===== src/rtl/sccb_init_seq.sv =====
// sccb_init_seq
//   Camera register-initialisation sequencer. After reset (or a start pulse)
//   it waits out the sensor power-up delay. It then reads a register table
//   from an external synchronous ROM and issues one SCCB write per entry
//   through a req/ack handshake. A NACKed write is retried up to MAX_RETRY
//   extra times before the sequencer gives up and reports an error.
//
// Ports
//   clk_i        sccb_clk domain clock
//   reset_n_i    asynchronous active-low reset
//   start_i      one-cycle pulse, (re)runs the sequence from IDLE/DONE/ERR
//   rom_addr_o   table address (ROM answers one cycle later)
//   rom_data_i   {reg[15:8], val[7:0]}; 16'hFFFF marks end of table
//   sccb_req_o   write request to the SCCB master
//   sccb_reg_o   register address of the current write
//   sccb_dat_o   register value of the current write
//   sccb_ack_i   one-cycle pulse: transaction finished
//   sccb_nack_i  qualifies sccb_ack_i; 1 = slave NACKed
//   busy_o       high while a sequence is running
//   done_o       high once the table has been written completely
//   error_o      high after an entry ran out of retries
//   err_idx_o    index of the entry that failed
module sccb_init_seq #(
  parameter int N_REGS     = 32,
  parameter int ADDR_W     = 5,
  parameter int DLY_CYC    = 1024,
  parameter int GAP_CYC    = 16,
  parameter int MAX_RETRY  = 3,
  parameter int AUTO_START = 1
) (
  input  logic              clk_i,
  input  logic              reset_n_i,
  input  logic              start_i,
  output logic [ADDR_W-1:0] rom_addr_o,
  input  logic [15:0]       rom_data_i,
  output logic              sccb_req_o,
  output logic [7:0]        sccb_reg_o,
  output logic [7:0]        sccb_dat_o,
  input  logic              sccb_ack_i,
  input  logic              sccb_nack_i,
  output logic              busy_o,
  output logic              done_o,
  output logic              error_o,
  output logic [ADDR_W-1:0] err_idx_o
);

  // idx has one extra bit so that idx == N_REGS is representable even when
  // the table fills the whole ROM address space.
  localparam int IDX_W   = ADDR_W + 1;
  localparam int CNT_MAX = (DLY_CYC > GAP_CYC) ? DLY_CYC : GAP_CYC;
  localparam int CNT_W   = $clog2(CNT_MAX + 1);
  localparam int RTY_W   = (MAX_RETRY > 0) ? $clog2(MAX_RETRY + 1) : 1;

  localparam logic [2:0] S_IDLE  = 3'd0;
  localparam logic [2:0] S_WAIT  = 3'd1;
  localparam logic [2:0] S_FETCH = 3'd2;
  localparam logic [2:0] S_LATCH = 3'd3;
  localparam logic [2:0] S_ISSUE = 3'd4;
  localparam logic [2:0] S_GAP   = 3'd5;
  localparam logic [2:0] S_DONE  = 3'd6;
  localparam logic [2:0] S_ERR   = 3'd7;

  logic [2:0]        state_q, state_d;
  logic [CNT_W-1:0]  cnt_q, cnt_d;
  logic [IDX_W-1:0]  idx_q, idx_d;
  logic [RTY_W-1:0]  retry_q, retry_d;
  logic [ADDR_W-1:0] rom_addr_q, rom_addr_d;
  logic              req_q, req_d;
  logic [7:0]        reg_q, reg_d;
  logic [7:0]        dat_q, dat_d;
  logic              busy_q, busy_d;
  logic              done_q, done_d;
  logic              error_q, error_d;
  logic [ADDR_W-1:0] err_idx_q, err_idx_d;
  // Set only during the first cycle after reset release, for auto-start.
  logic              first_q;
  logic              go_wait;

  always_comb begin
    state_d    = state_q;
    cnt_d      = cnt_q;
    idx_d      = idx_q;
    retry_d    = retry_q;
    rom_addr_d = rom_addr_q;
    reg_d      = reg_q;
    dat_d      = dat_q;
    err_idx_d  = err_idx_q;
    go_wait    = 1'b0;

    case (state_q)
      S_IDLE: go_wait = (first_q && (AUTO_START != 0)) || start_i;
      S_WAIT: begin
        if (cnt_q == CNT_W'(DLY_CYC - 1)) begin
          state_d    = S_FETCH;
          rom_addr_d = idx_q[ADDR_W-1:0];
        end else begin
          cnt_d = cnt_q + CNT_W'(1);
        end
      end
      S_FETCH: state_d = S_LATCH;
      S_LATCH: begin
        reg_d   = rom_data_i[15:8];
        dat_d   = rom_data_i[7:0];
        state_d = (rom_data_i == 16'hFFFF) ? S_DONE : S_ISSUE;
      end
      S_ISSUE: begin
        if (sccb_ack_i) begin
          cnt_d = '0;
          if (!sccb_nack_i) begin
            idx_d   = idx_q + IDX_W'(1);
            retry_d = '0;
            state_d = S_GAP;
          end else if (retry_q < RTY_W'(MAX_RETRY)) begin
            retry_d = retry_q + RTY_W'(1);
            state_d = S_GAP;
          end else begin
            err_idx_d = idx_q[ADDR_W-1:0];
            state_d   = S_ERR;
          end
        end
      end
      S_GAP: begin
        if (cnt_q == CNT_W'(GAP_CYC - 1)) begin
          if (idx_q == IDX_W'(N_REGS)) begin
            state_d = S_DONE;
          end else begin
            state_d    = S_FETCH;
            rom_addr_d = idx_q[ADDR_W-1:0];
          end
        end else begin
          cnt_d = cnt_q + CNT_W'(1);
        end
      end
      S_DONE, S_ERR: go_wait = start_i;
      default: state_d = S_IDLE;
    endcase

    if (go_wait) begin
      state_d = S_WAIT;
      cnt_d   = '0;
      idx_d   = '0;
      retry_d = '0;
    end

    // Status and request are derived from the next state so that every
    // output is a plain register that changes together with the state.
    req_d   = (state_d == S_ISSUE);
    busy_d  = !((state_d == S_IDLE) || (state_d == S_DONE) || (state_d == S_ERR));
    done_d  = (state_d == S_DONE);
    error_d = (state_d == S_ERR);
  end

  always_ff @(posedge clk_i or negedge reset_n_i) begin
    if (!reset_n_i) begin
      state_q    <= S_IDLE;
      cnt_q      <= '0;
      idx_q      <= '0;
      retry_q    <= '0;
      rom_addr_q <= '0;
      req_q      <= 1'b0;
      reg_q      <= '0;
      dat_q      <= '0;
      busy_q     <= 1'b0;
      done_q     <= 1'b0;
      error_q    <= 1'b0;
      err_idx_q  <= '0;
      first_q    <= 1'b1;
    end else begin
      state_q    <= state_d;
      cnt_q      <= cnt_d;
      idx_q      <= idx_d;
      retry_q    <= retry_d;
      rom_addr_q <= rom_addr_d;
      req_q      <= req_d;
      reg_q      <= reg_d;
      dat_q      <= dat_d;
      busy_q     <= busy_d;
      done_q     <= done_d;
      error_q    <= error_d;
      err_idx_q  <= err_idx_d;
      first_q    <= 1'b0;
    end
  end

  assign rom_addr_o = rom_addr_q;
  assign sccb_req_o = req_q;
  assign sccb_reg_o = reg_q;
  assign sccb_dat_o = dat_q;
  assign busy_o     = busy_q;
  assign done_o     = done_q;
  assign error_o    = error_q;
  assign err_idx_o  = err_idx_q;

endmodule


===== config.mk =====
export PLATFORM = sky130hd
export DESIGN_NAME = sccb_init_seq
export DESIGN_NICKNAME = d
export VERILOG_FILES = /design/src/rtl/sccb_init_seq.sv
export SDC_FILE = /design/constraint.sdc
export NUM_CORES = 1
export LEC_CHECK = 0
export BUFFER_PORTS_ARGS = -buffer_cell sky130_fd_sc_hd__buf_2
export CORE_UTILIZATION = 59
export CTS_CLUSTER_DIAMETER = 120
export DETAILED_ROUTE_END_ITERATION = 8
export PLACE_DENSITY = 0.87
export SETUP_SLACK_MARGIN = 0.2
export SYNTH_ARGS = -nofsm -noshare
export SYNTH_HDL_FRONTEND = slang
export SYNTH_SLANG_ARGS = --single-unit

===== constraint.sdc =====
create_clock -name clk_i -period 5.7 [get_ports clk_i]
set_input_delay 1.14 -clock clk_i [delete_from_list [all_inputs] [get_ports clk_i]]
set_output_delay 1.14 -clock clk_i [all_outputs]
set_load 0.1 [all_outputs]

==> results of run 1 <==
==> worst max-delay path, cell delays in order, from the launching register on <==
cell	delay, ps
dfrtp_1	650
or3b_2	650
nor2_1	470
a21oi_1	80
a311o_1	430
mux2_4	320
==> path summary, 6_finish.rpt <==
kind | end | slack, ps | startpoint | depth (start not counted)
worst max-delay path | busy_o$_DFF_PN0_ | 2990 | state_q[2]$_DFF_PN0_ | 5
worst min register to register | sccb_dat_o[2]$_DFFE_PN0P_ | 480 | sccb_dat_o[2]$_DFFE_PN0P_ | 2
worst min-delay path | sccb_dat_o[2]$_DFFE_PN0P_ | 480 | sccb_dat_o[2]$_DFFE_PN0P_ | 2
min in group asynchronous | cnt_q[5]$_DFFE_PN0P_ | 930 | reset_n_i | 2
worst max register to register | busy_o$_DFF_PN0_ | 2990 | state_q[2]$_DFF_PN0_ | 5
max in group asynchronous | rom_addr_o[3]$_DFFE_PN0P_ | 4310 | reset_n_i | 2
==> cells by family (layout without fill, tap and decap cells) <==
logic type      after synthesis  in the layout  share of synthesized area [%]
buf+inv                      22             66                           3.37
flops                        53             53                           49.1
other cells                   1              1                          0.139
mux                          12             12                           5.09
simple gates                137            137                           25.6
xor+xnor                      5              5                           1.62
fa+ha+maj                     6              6                           2.77
compound gates               49             49                           12.4
==> layout make-up <==
cell class / instances / area, µm²
Clock inverter: 3 / 65.1
Sequential cell: 53 / 1330
Timing Repair Buffer: 52 / 265
Multi-Input combinational cell: 210 / 1290
Clock buffer: 5 / 68.8
Inverter: 6 / 22.5
Tap cell: 52 / 65.1
Fill cell: 322 / 1280
==> synthesized netlist by cell type, types with 3 or more instances <==
library cell	number	share of area, %
o31ai_1	10	2.8
nand2b_1	3	0.69
dfrtp_1	52	48
nand4_1	15	3.5
nand3_1	9	1.7
mux2_2	10	4.2
inv_1	6	0.83
a21o_1	3	0.83
nand2_1	58	8.0
nor2_1	22	3.1
ha_1	6	2.8
and3_1	3	0.69
o21ai_0	5	0.92
nor3b_1	3	0.83
nor3_1	6	1.1
xnor2_1	3	0.97
a31oi_1	4	0.92
clkbuf_1	13	1.8
a21oi_1	13	2.4
==> flip-flops by register name, summed over array words and instances (netlist names), 2 cells and up <==
register and cells:
sccb_dat_o 8, rom_addr_o 5, cnt_q 11, idx_q 6, sccb_reg_o 8, retry_q 2, err_idx_o 5, state_q 3
==> through the flow <==
| step | worst slack [ps] | total power [mW] | util (%) | std cells | hold slack (ps) |
|---|---|---|---|---|---|
| after floorplan | 3290 | 1.36 | - | 285 | 501 |
| after global placement | 3050 | 1.51 | 67.8 | 373 | 454 |
| after detailed placement | 2980 | 1.54 | 67.8 | 373 | 460 |
| after CTS | 3010 | 1.84 | 70.9 | 381 | 482 |
| after global routing | 2870 | 1.94 | 70.9 | 381 | 501 |
| final | 2990 | 1.84 | 70.9 | 381 | 478 |
==> where the power goes <==
part           leakage (nW)  switching [mW]  internal [mW]  total [mW]
registers             0.690          0.0908          0.473       0.563
logic                 0.790           0.770          0.212       0.982
clock network        0.0681           0.120          0.174       0.294
total                  1.55           0.981          0.859        1.84
==> layer usage <==
metal	routed length, µm	up-vias	track usage (%)
met5	0	-	0
met3	352	8	7.12
met2	2930	83	42.0
li1	-	1097	-
met1	2680	1114	38.5
met4	86	0	8.89
==> run_results.csv, run 1 <==
group,metric,value,unit
finish,layout.nets,355,
synth,syn_area,0.00271,mm²
drt,drc_errors,0,
finish,stdcell_area,0.00311,mm²
global_routing,antenna_found_initial,0,
worst_setup_path,cp_max_fo,17,
worst_setup_path,required,5900,ps
floorplan,io_pins,51,
clocking,cts_buffers,5,
power_and_ir_drop,vdd_drop_max,0.499,mV
drt,dr.pass1.iters,4,
sta,grt_setup_unrepaired,"no",
clocking,clk_pin_slew,90,ps
power_and_ir_drop,p_per_area,592,mW/mm²
global_routing,grtUsageTotal,27.4,%
synth,synth_edf_count,0,
clocking,insertion_delay,300,ps
power_and_ir_drop,power.leakage,1.55,nW
synth,async_flop_share,100,%
clocking,post_cts_buffers,0,
sta,slew_viol_final,0,
floorplan,dieArea,0.00486,mm²
sta,clock.fmax,369,MHz
placement,placed_cell_area,0.00297,mm²
floorplan,core,0.00438,mm²
synth,ys_seq_elements,53,
worst_hold_path,worstHoldPathType,"flip-flop to flip-flop",
sta,finalCriticalPeriod,2710,ps
worst_setup_path,worstSetupPathType,"flip-flop to flip-flop",
synth,ys.flop_type,"dfrtp_1",
clocking,clkSinkCount,53,
sta,worst_slew_pin_slew,1240,ps
clocking,htreeDepth,2,
drt,via_per_inst,6.04,
sta,tns,0,ps
finish,syn2layout_area_growth,14.8,%
global_routing,grt_overflow,0,
drt,drt_iter0_drc,268,
synth,yosysSeqAreaShare,49.1,%
worst_setup_path,end_kind,"flip-flop",
worst_setup_path,worstPathArrival,2910,ps
clocking,holdBufCountCts,0,
sta,max_slew_margin,17.0,%
clocking,cts_buffer_depth,2,
sta,fin_skew,6.36,ps
clocking,clockRootBuffer,"clkbuf_8",
global_routing,grt_start_max_net_pins,54,
floorplan,rows,24,
global_routing,grt_pass1_wl,10500,µm
synth,yosys_warnings,0,
drt,detail-route-antenna-nets,0,
clocking,cts_tree,"done",
global_routing,first_global_vias,2193,
placement,place_congestion,0.803,
synth,syn_nets,312,
worst_setup_path,cp-start-kind,"flip-flop",
finish,drive_gt1_share,24.3,%
placement,dpl.hpwl,4050,µm
synth,synth_cells,285,
sta,setup_violations,0,
run_status,outcome,"finished, final reports clean",
finish,final_common_cell,"nand2_1",
drt,wl,6050,µm
sta,hold_viol,0,
floorplan,die_h,69.7,µm
drt,post_drt_wl_per_cell,15.9,µm
clocking,ctsResizeCount,0,
flow_run,max_cap_viol_count,0,
synth,synthDistinctLibCells,53,
floorplan,die_x,69.7,µm
floorplan,start_util,61.7,%
placement,port_buffers,50,
finish,n_antenna_cell,0,
sta,period_share,47.5,%
drt,dr_total_vias,2302,
synth,avgSynthCellArea,9.50,µm²
finish,final_cell_mix,"nand2_1, dfrtp_1, buf_2",
(Power assumes the default switching activity.)
==> run 2: changes to the inputs <==
--- a/config.mk
+++ b/config.mk
@@ -5,11 +5,12 @@
 export SDC_FILE = /design/constraint.sdc
 export NUM_CORES = 1
 export LEC_CHECK = 0
+export ABC_AREA = 1
 export BUFFER_PORTS_ARGS = -buffer_cell sky130_fd_sc_hd__buf_2
-export CORE_UTILIZATION = 59
+export CORE_UTILIZATION = 50
 export CTS_CLUSTER_DIAMETER = 120
 export DETAILED_ROUTE_END_ITERATION = 8
-export PLACE_DENSITY = 0.87
+export PLACE_DENSITY = 0.79
 export SETUP_SLACK_MARGIN = 0.2
 export SYNTH_ARGS = -nofsm -noshare
 export SYNTH_HDL_FRONTEND = slang
==> constraint.sdc (replaced) <==
create_clock -name clk_i -period 2.3 [get_ports clk_i]
set_input_delay 0.46 -clock clk_i [delete_from_list [all_inputs] [get_ports clk_i]]
set_output_delay 0.46 -clock clk_i [all_outputs]
set_load 0.1 [all_outputs]
==> run 2 against run 1 <==
Synthesized area about the same; final cell count increased by 20%; register-to-register slack got worse by 2500 ps.
==> run_results.csv, run 2 <==
group,metric,value,unit
worst_setup_path,r2r_end,"cnt_q[10]$_DFFE_PN0P_",
clocking,cts_buffers,5,
global_routing,grtUsageTotal,22.0,%
clocking,clk_pin_slew,90,ps
drt,dr_total_vias,2319,
worst_setup_path,required,2500,ps
run_status,outcome,"finished, final reports clean",
clocking,cts_tree,"done",
clocking,post_cts_buffers,0,
synth,ys_seq_elements,53,
sta,setup_violations,0,
clocking,clkSinkCount,53,
floorplan,rows,26,
drt,via_per_inst,5.06,
worst_setup_path,path_cells,"ha_1 > nand3_1 > inv_1 > nand4_1 > nand3_2 > nand2_2 > inv_2 > nand2_1 > o21ai_1",
floorplan,die_h,75.6,µm
global_routing,use_met1,26.9,%
clocking,insertion_delay,310,ps
worst_setup_path,rrSetupSlack,470,ps
worst_setup_path,worstSetupPathType,"flip-flop to flip-flop",
finish,n_antenna_cell,0,
synth,yosysSeqAreaShare,49.0,%
worst_hold_path,worstHoldPathType,"input pin to asynchronous set/reset pin",
floorplan,start_util,52.4,%
floorplan,io_pins,51,
synth,synth_top_cell_area_share,48.0,%
synth,synth_cells,333,
worst_setup_path,reg2reg_from,"cnt_q[0]$_DFFE_PN0P_",
synth,ys.flop_type,"dfrtp_1",
clocking,htreeDepth,2,
worst_setup_path,crit_path_max_incr_delay,440,ps
synth,syn_area,0.00271,mm²
finish,syn2layout_area_growth,15.5,%
global_routing,busiest_layer,"met2",
worst_setup_path,r2r_cells,9,
sta,worst_slew_pin_slew,571,ps
sta,period_share,79.5,%
floorplan,dieArea,0.00572,mm²
placement,dpl.hpwl,4200,µm
worst_setup_path,path_delay_family,"simple AND/OR/NAND/NOR gates",
clocking,cts_buffer_depth,2,
global_routing,grt_overflow,0,
synth,syn_nets,360,
global_routing,met2_usage,38.4,%
synth,synthDistinctLibCells,32,
synth,avgSynthCellArea,8.13,µm²
clocking,ctsResizeCount,0,
synth,yosys.cell_count.top_type,"nand2_1",
sta,max_slew_margin,61.9,%
finish,drive_gt1_share,24.7,%
placement,place_congestion,0.887,
drt,dr.pass1.iters,4,
floorplan,core,0.00517,mm²
drt,detail-route-antenna-nets,0,
synth,yosys_warnings,0,
finish,largest_reg_flops,11,
worst_setup_path,end_kind,"flip-flop",
sta,slew_viol_final,0,
sta,tns,0,ps
finish,final_cell_mix,"nand2_1, dfrtp_1, buf_2",
sta,clock.fmax,547,MHz
synth,synth_largest_area_cell,"dfrtp_1",
worst_setup_path,cp_max_fo,13,
sta,finalCriticalPeriod,1830,ps
worst_setup_path,crit_slowest_cell,"dfrtp_1",
global_routing,antenna_found_initial,0,
flow_run,max_cap_viol_count,0,
drt,post_drt_wl_per_cell,12.2,µm
global_routing,grt_start_max_net_pins,30,
finish,final_common_cell,"nand2_1",
synth,synth_common_cells,"nand2_1, dfrtp_1, inv_1, nor2_1, nand3_1",
drt,wl,5600,µm
worst_setup_path,path_buf_inv,2,
synth,async_flop_share,100,%
global_routing,met3_usage,4.89,%
synth,synth_edf_count,0,
drt,drc_errors,0,
floorplan,die_x,75.6,µm
clocking,clockRootBuffer,"clkbuf_8",
global_routing,grt_pass1_wl,9340,µm
synth,synth.area.top_cells,"dfrtp_1, nand2_1, nand3_1",
worst_setup_path,worstPathArrival,2030,ps
placement,port_buffers,50,
drt,drt_iter0_drc,147,
finish,largest_register,"cnt_q",
worst_setup_path,cp-start-kind,"flip-flop",
sta,hold_viol,0,
global_routing,first_global_vias,2189,
sta,fin_skew,6.59,ps
finish,layout.nets,414,
sta,grt_setup_unrepaired,"no",
clocking,holdBufCountCts,0,
-- run 2: area by class of cell --
| type | count | area (µm²) |
|---|---|---|
| Tap cell | 70 | 87.6 |
| Multi-Input combinational cell | 237 | 1200 |
| Timing Repair Buffer | 52 | 278 |
| Sequential cell | 53 | 1330 |
| Clock buffer | 5 | 68.8 |
| Fill cell | 465 | 2040 |
| Clock inverter | 3 | 17.5 |
| Inverter | 38 | 148 |
-- run 2: worst max path at each step --
stage | to | from | cells after the start | slack, ps
floorplan | busy_o$_DFF_PN0_ | cnt_q[0]$_DFFE_PN0P_ | 10 | 740
global placement | cnt_q[6]$_DFFE_PN0P_ | cnt_q[0]$_DFFE_PN0P_ | 9 | 530
detailed placement | cnt_q[10]$_DFFE_PN0P_ | cnt_q[0]$_DFFE_PN0P_ | 9 | 470
CTS | cnt_q[10]$_DFFE_PN0P_ | cnt_q[0]$_DFFE_PN0P_ | 9 | 460
global route | cnt_q[3]$_DFFE_PN0P_ | cnt_q[0]$_DFFE_PN0P_ | 9 | 250
finish | cnt_q[10]$_DFFE_PN0P_ | cnt_q[0]$_DFFE_PN0P_ | 9 | 470
-- run 2: routing by layer --
layer / vias up / share of wire, %
met5: - / 0
li1: 1172 / -
met2: 55 / 48
met1: 1086 / 47
met3: 6 / 4.0
met4: 0 / 1.0
-- run 2: stage by stage --
step / hold slack [ps] / worst slack, ps / instances / area (µm²) / util [%]
final: 134 / 470 / 458 / 3130 / 60.5
after global routing: 164 / 255 / 458 / 3130 / 60.5
after CTS: 154 / 460 / 458 / 3130 / 60.5
after detailed placement: 462 / 469 / 450 / 3040 / 58.8
after global placement: 456 / 526 / 450 / 3040 / 58.8
after floorplan: 164 / 737 / 333 / 2710 / -
-- run 2: logic make-up after synthesis --
kind of cell | count (synthesis) | synth area share, %
AND/OR/NAND/NOR | 191 | 32.4
flip-flops | 53 | 49.0
buffers and inverters | 43 | 6.65
AO/OA/AOI/OAI | 34 | 7.44
adder cells (fa/ha/maj) | 6 | 2.77
XOR/XNOR | 5 | 1.62
other | 1 | 0.138
Power of run 2 is left out: the tool's default activity adds up to more than one toggle a clock period on the data nets, which glitch-free logic cannot reach.
==> run 3: changes to the inputs <==
--- a/config.mk
+++ b/config.mk
@@ -7,10 +7,10 @@
 export LEC_CHECK = 0
 export ABC_AREA = 1
 export BUFFER_PORTS_ARGS = -buffer_cell sky130_fd_sc_hd__buf_2
-export CORE_UTILIZATION = 50
+export CORE_UTILIZATION = 55
 export CTS_CLUSTER_DIAMETER = 120
 export DETAILED_ROUTE_END_ITERATION = 8
-export PLACE_DENSITY = 0.79
+export PLACE_DENSITY = 0.82
 export SETUP_SLACK_MARGIN = 0.2
 export SYNTH_ARGS = -nofsm -noshare
 export SYNTH_HDL_FRONTEND = slang
==> constraint.sdc (replaced) <==
create_clock -name clk_i -period 1.7 [get_ports clk_i]
set_input_delay 0.34 -clock clk_i [delete_from_list [all_inputs] [get_ports clk_i]]
set_output_delay 0.34 -clock clk_i [all_outputs]
set_load 0.1 [all_outputs]
==> run 3 against run 2 <==
Non-clock buffer count is 27 higher; final area increased by 17%; via count grew 16%; hold slack improved by 100 ps; sequential cell count did not move; first-iteration DRC count is 61% higher; final cell count is 5.7% higher; register-to-register slack worse by 420 ps; critical path type unchanged; largest cell class is now multi-input combinational cells.
==> run_results.csv, run 3 (synthesis results as in run 2) <==
group,metric,value,unit
sta,finalCriticalPeriod,1650,ps
worst_setup_path,crit_path_max_incr_delay,480,ps
worst_setup_path,worstSetupPathType,"flip-flop to flip-flop",
sta,setup_violations,0,
clocking,insertion_delay,310,ps
sta,fin_skew,8.17,ps
global_routing,busiest_layer,"met2",
finish,syn2layout_area_growth,35.0,%
global_routing,grtUsageTotal,25.6,%
drt,dr.pass1.iters,5,
finish,layout.nets,443,
sta,clock.fmax,608,MHz
worst_setup_path,cp-start-kind,"flip-flop",
sta,hold_slack,235,ps
finish,register_area,0.00133,mm²
clocking,clkSinkCount,53,
sta,grt_setup_unrepaired,"yes",
placement,dpl.hpwl,4200,µm
global_routing,grt_pass1_wl,10400,µm
finish,largest_register,"cnt_q",
finish,n_fill_cell,314,
floorplan,die_h,72.2,µm
clocking,cts_buffer_depth,2,
worst_setup_path,worstPathArrival,1880,ps
sta,period_share,96.8,%
worst_setup_path,cp_max_fo,8,
clocking,clockRootBuffer,"clkbuf_8",
floorplan,die_x,72.2,µm
global_routing,use_met1,30.8,%
floorplan,start_util,57.4,%
global_routing,first_global_vias,2402,
finish,largest_reg_flops,11,
placement,place_congestion,0.899,
global_routing,met3_usage,4.58,%
sta,hold_viol,0,
worst_setup_path,crit_slowest_cell,"dfrtp_2",
clocking,cts_buffers,5,
drt,drt_iter0_drc,237,
sta,slew_viol_final,0,
floorplan,rows,25,
placement,port_buffers,50,
worst_hold_path,worstHoldPathType,"input pin to flip-flop",
finish,final_cell_mix,"nand2_1, buf_2, dfrtp_1",
worst_setup_path,path_cells,"nor2_4 > buf_6 > nand2_4 > o22ai_4 > inv_2 > nand3_4 > nand2_8 > inv_8 > nand2_1 > o21ai_1",
drt,wl,7540,µm
finish,drive_gt1_share,39.6,%
floorplan,core,0.00472,mm²
clocking,htreeDepth,2,
floorplan,dieArea,0.00521,mm²
global_routing,antenna_found_initial,0,
finish,n_antenna_cell,0,
drt,drc_errors,0,
global_routing,met2_usage,44.4,%
finish,final_common_cell,"nand2_1",
global_routing,grt_start_max_net_pins,35,
drt,detail-route-antenna-nets,0,
worst_setup_path,required,1930,ps
finish,multi_input_area,0.00145,mm²
clocking,clk_pin_slew,100,ps
flow_run,max_cap_viol_count,0,
drt,via_per_inst,5.56,
drt,dr_total_vias,2692,
floorplan,io_pins,51,
run_status,outcome,"finished, final reports clean",
worst_setup_path,end_kind,"flip-flop",
global_routing,grt_overflow,0,
clocking,cts_tree,"done",
drt,post_drt_wl_per_cell,15.6,µm
run 3: cell types whose count changed in the layout (fill, tap and decap cells not counted), sizes merged:
cell         before  now
inv              36   38
clkinv            4    1
dlygate4sd3       0    1
buf              52   78
nand2           111  112
clkinvlp          1    3
run 3: through the flow:
stage / setup TNS [ps] / std cells / area (µm²) / utilization, % / worst slack (ps)
after floorplan: 0 / 333 / 2730 / - / 233
after global placement: 0 / 451 / 3090 / 65.3 / 104
after detailed placement: 0 / 451 / 3090 / 65.3 / 49.7
after CTS: 0 / 471 / 3350 / 70.9 / 134
after global routing: -87.6 / 484 / 3660 / 77.4 / -36.3
final: 0 / 484 / 3660 / 77.4 / 54.7
run 3: critical path: cells and delay by family, from the launching register on:
family                 cells  cell delay (ps)
DFF                        1              480
and+or+nand+nor            5              540
AOI/OAI and AO/OA          2              270
buffers and inverters      3              270
run 3: layout make-up:
class                           count  area share [%]
Clock buffer                        5            1.88
Tap cell                           67            2.29
Timing Repair Buffer               79            14.2
Timing Repair inverter              1           0.205
Multi-Input combinational cell    238            39.7
Sequential cell                    53            36.5
Clock inverter                      3           0.582
Inverter                           38            4.69
run 3: worst paths after layout:
check | startpoint | end | slack, ps | depth (start not counted)
setup reg to reg | state_q[1]$_DFF_PN0_ | cnt_q[3]$_DFFE_PN0P_ | 50 | 10
min in group asynchronous | reset_n_i | sccb_dat_o[2]$_DFFE_PN0P_ | 520 | 2
hold reg to reg | sccb_reg_o[5]$_DFFE_PN0P_ | sccb_reg_o[5]$_DFFE_PN0P_ | 480 | 2
hold / removal | rom_data_i[11] | sccb_reg_o[3]$_DFFE_PN0P_ | 240 | 3
setup / recovery | state_q[1]$_DFF_PN0_ | cnt_q[3]$_DFFE_PN0P_ | 50 | 10
max in group asynchronous | reset_n_i | cnt_q[6]$_DFFE_PN0P_ | 630 | 3
run 3: layer usage:
layer,up-vias,part of all wire (%)
met4,0,5.0
met5,-,0
li1,1234,-
met3,42,6.9
met1,1262,38
met2,154,50
run 3: repair_timing:
action	in CTS	in global routing
pin swaps	12	20
setup endpoints to repair	49	50
hold buffers	1	0
hold endpoints to repair	18	0
gates cloned	1	1
buffers inserted	10	12
resized for setup	19	62
Power of run 3 is left out for the same reason.
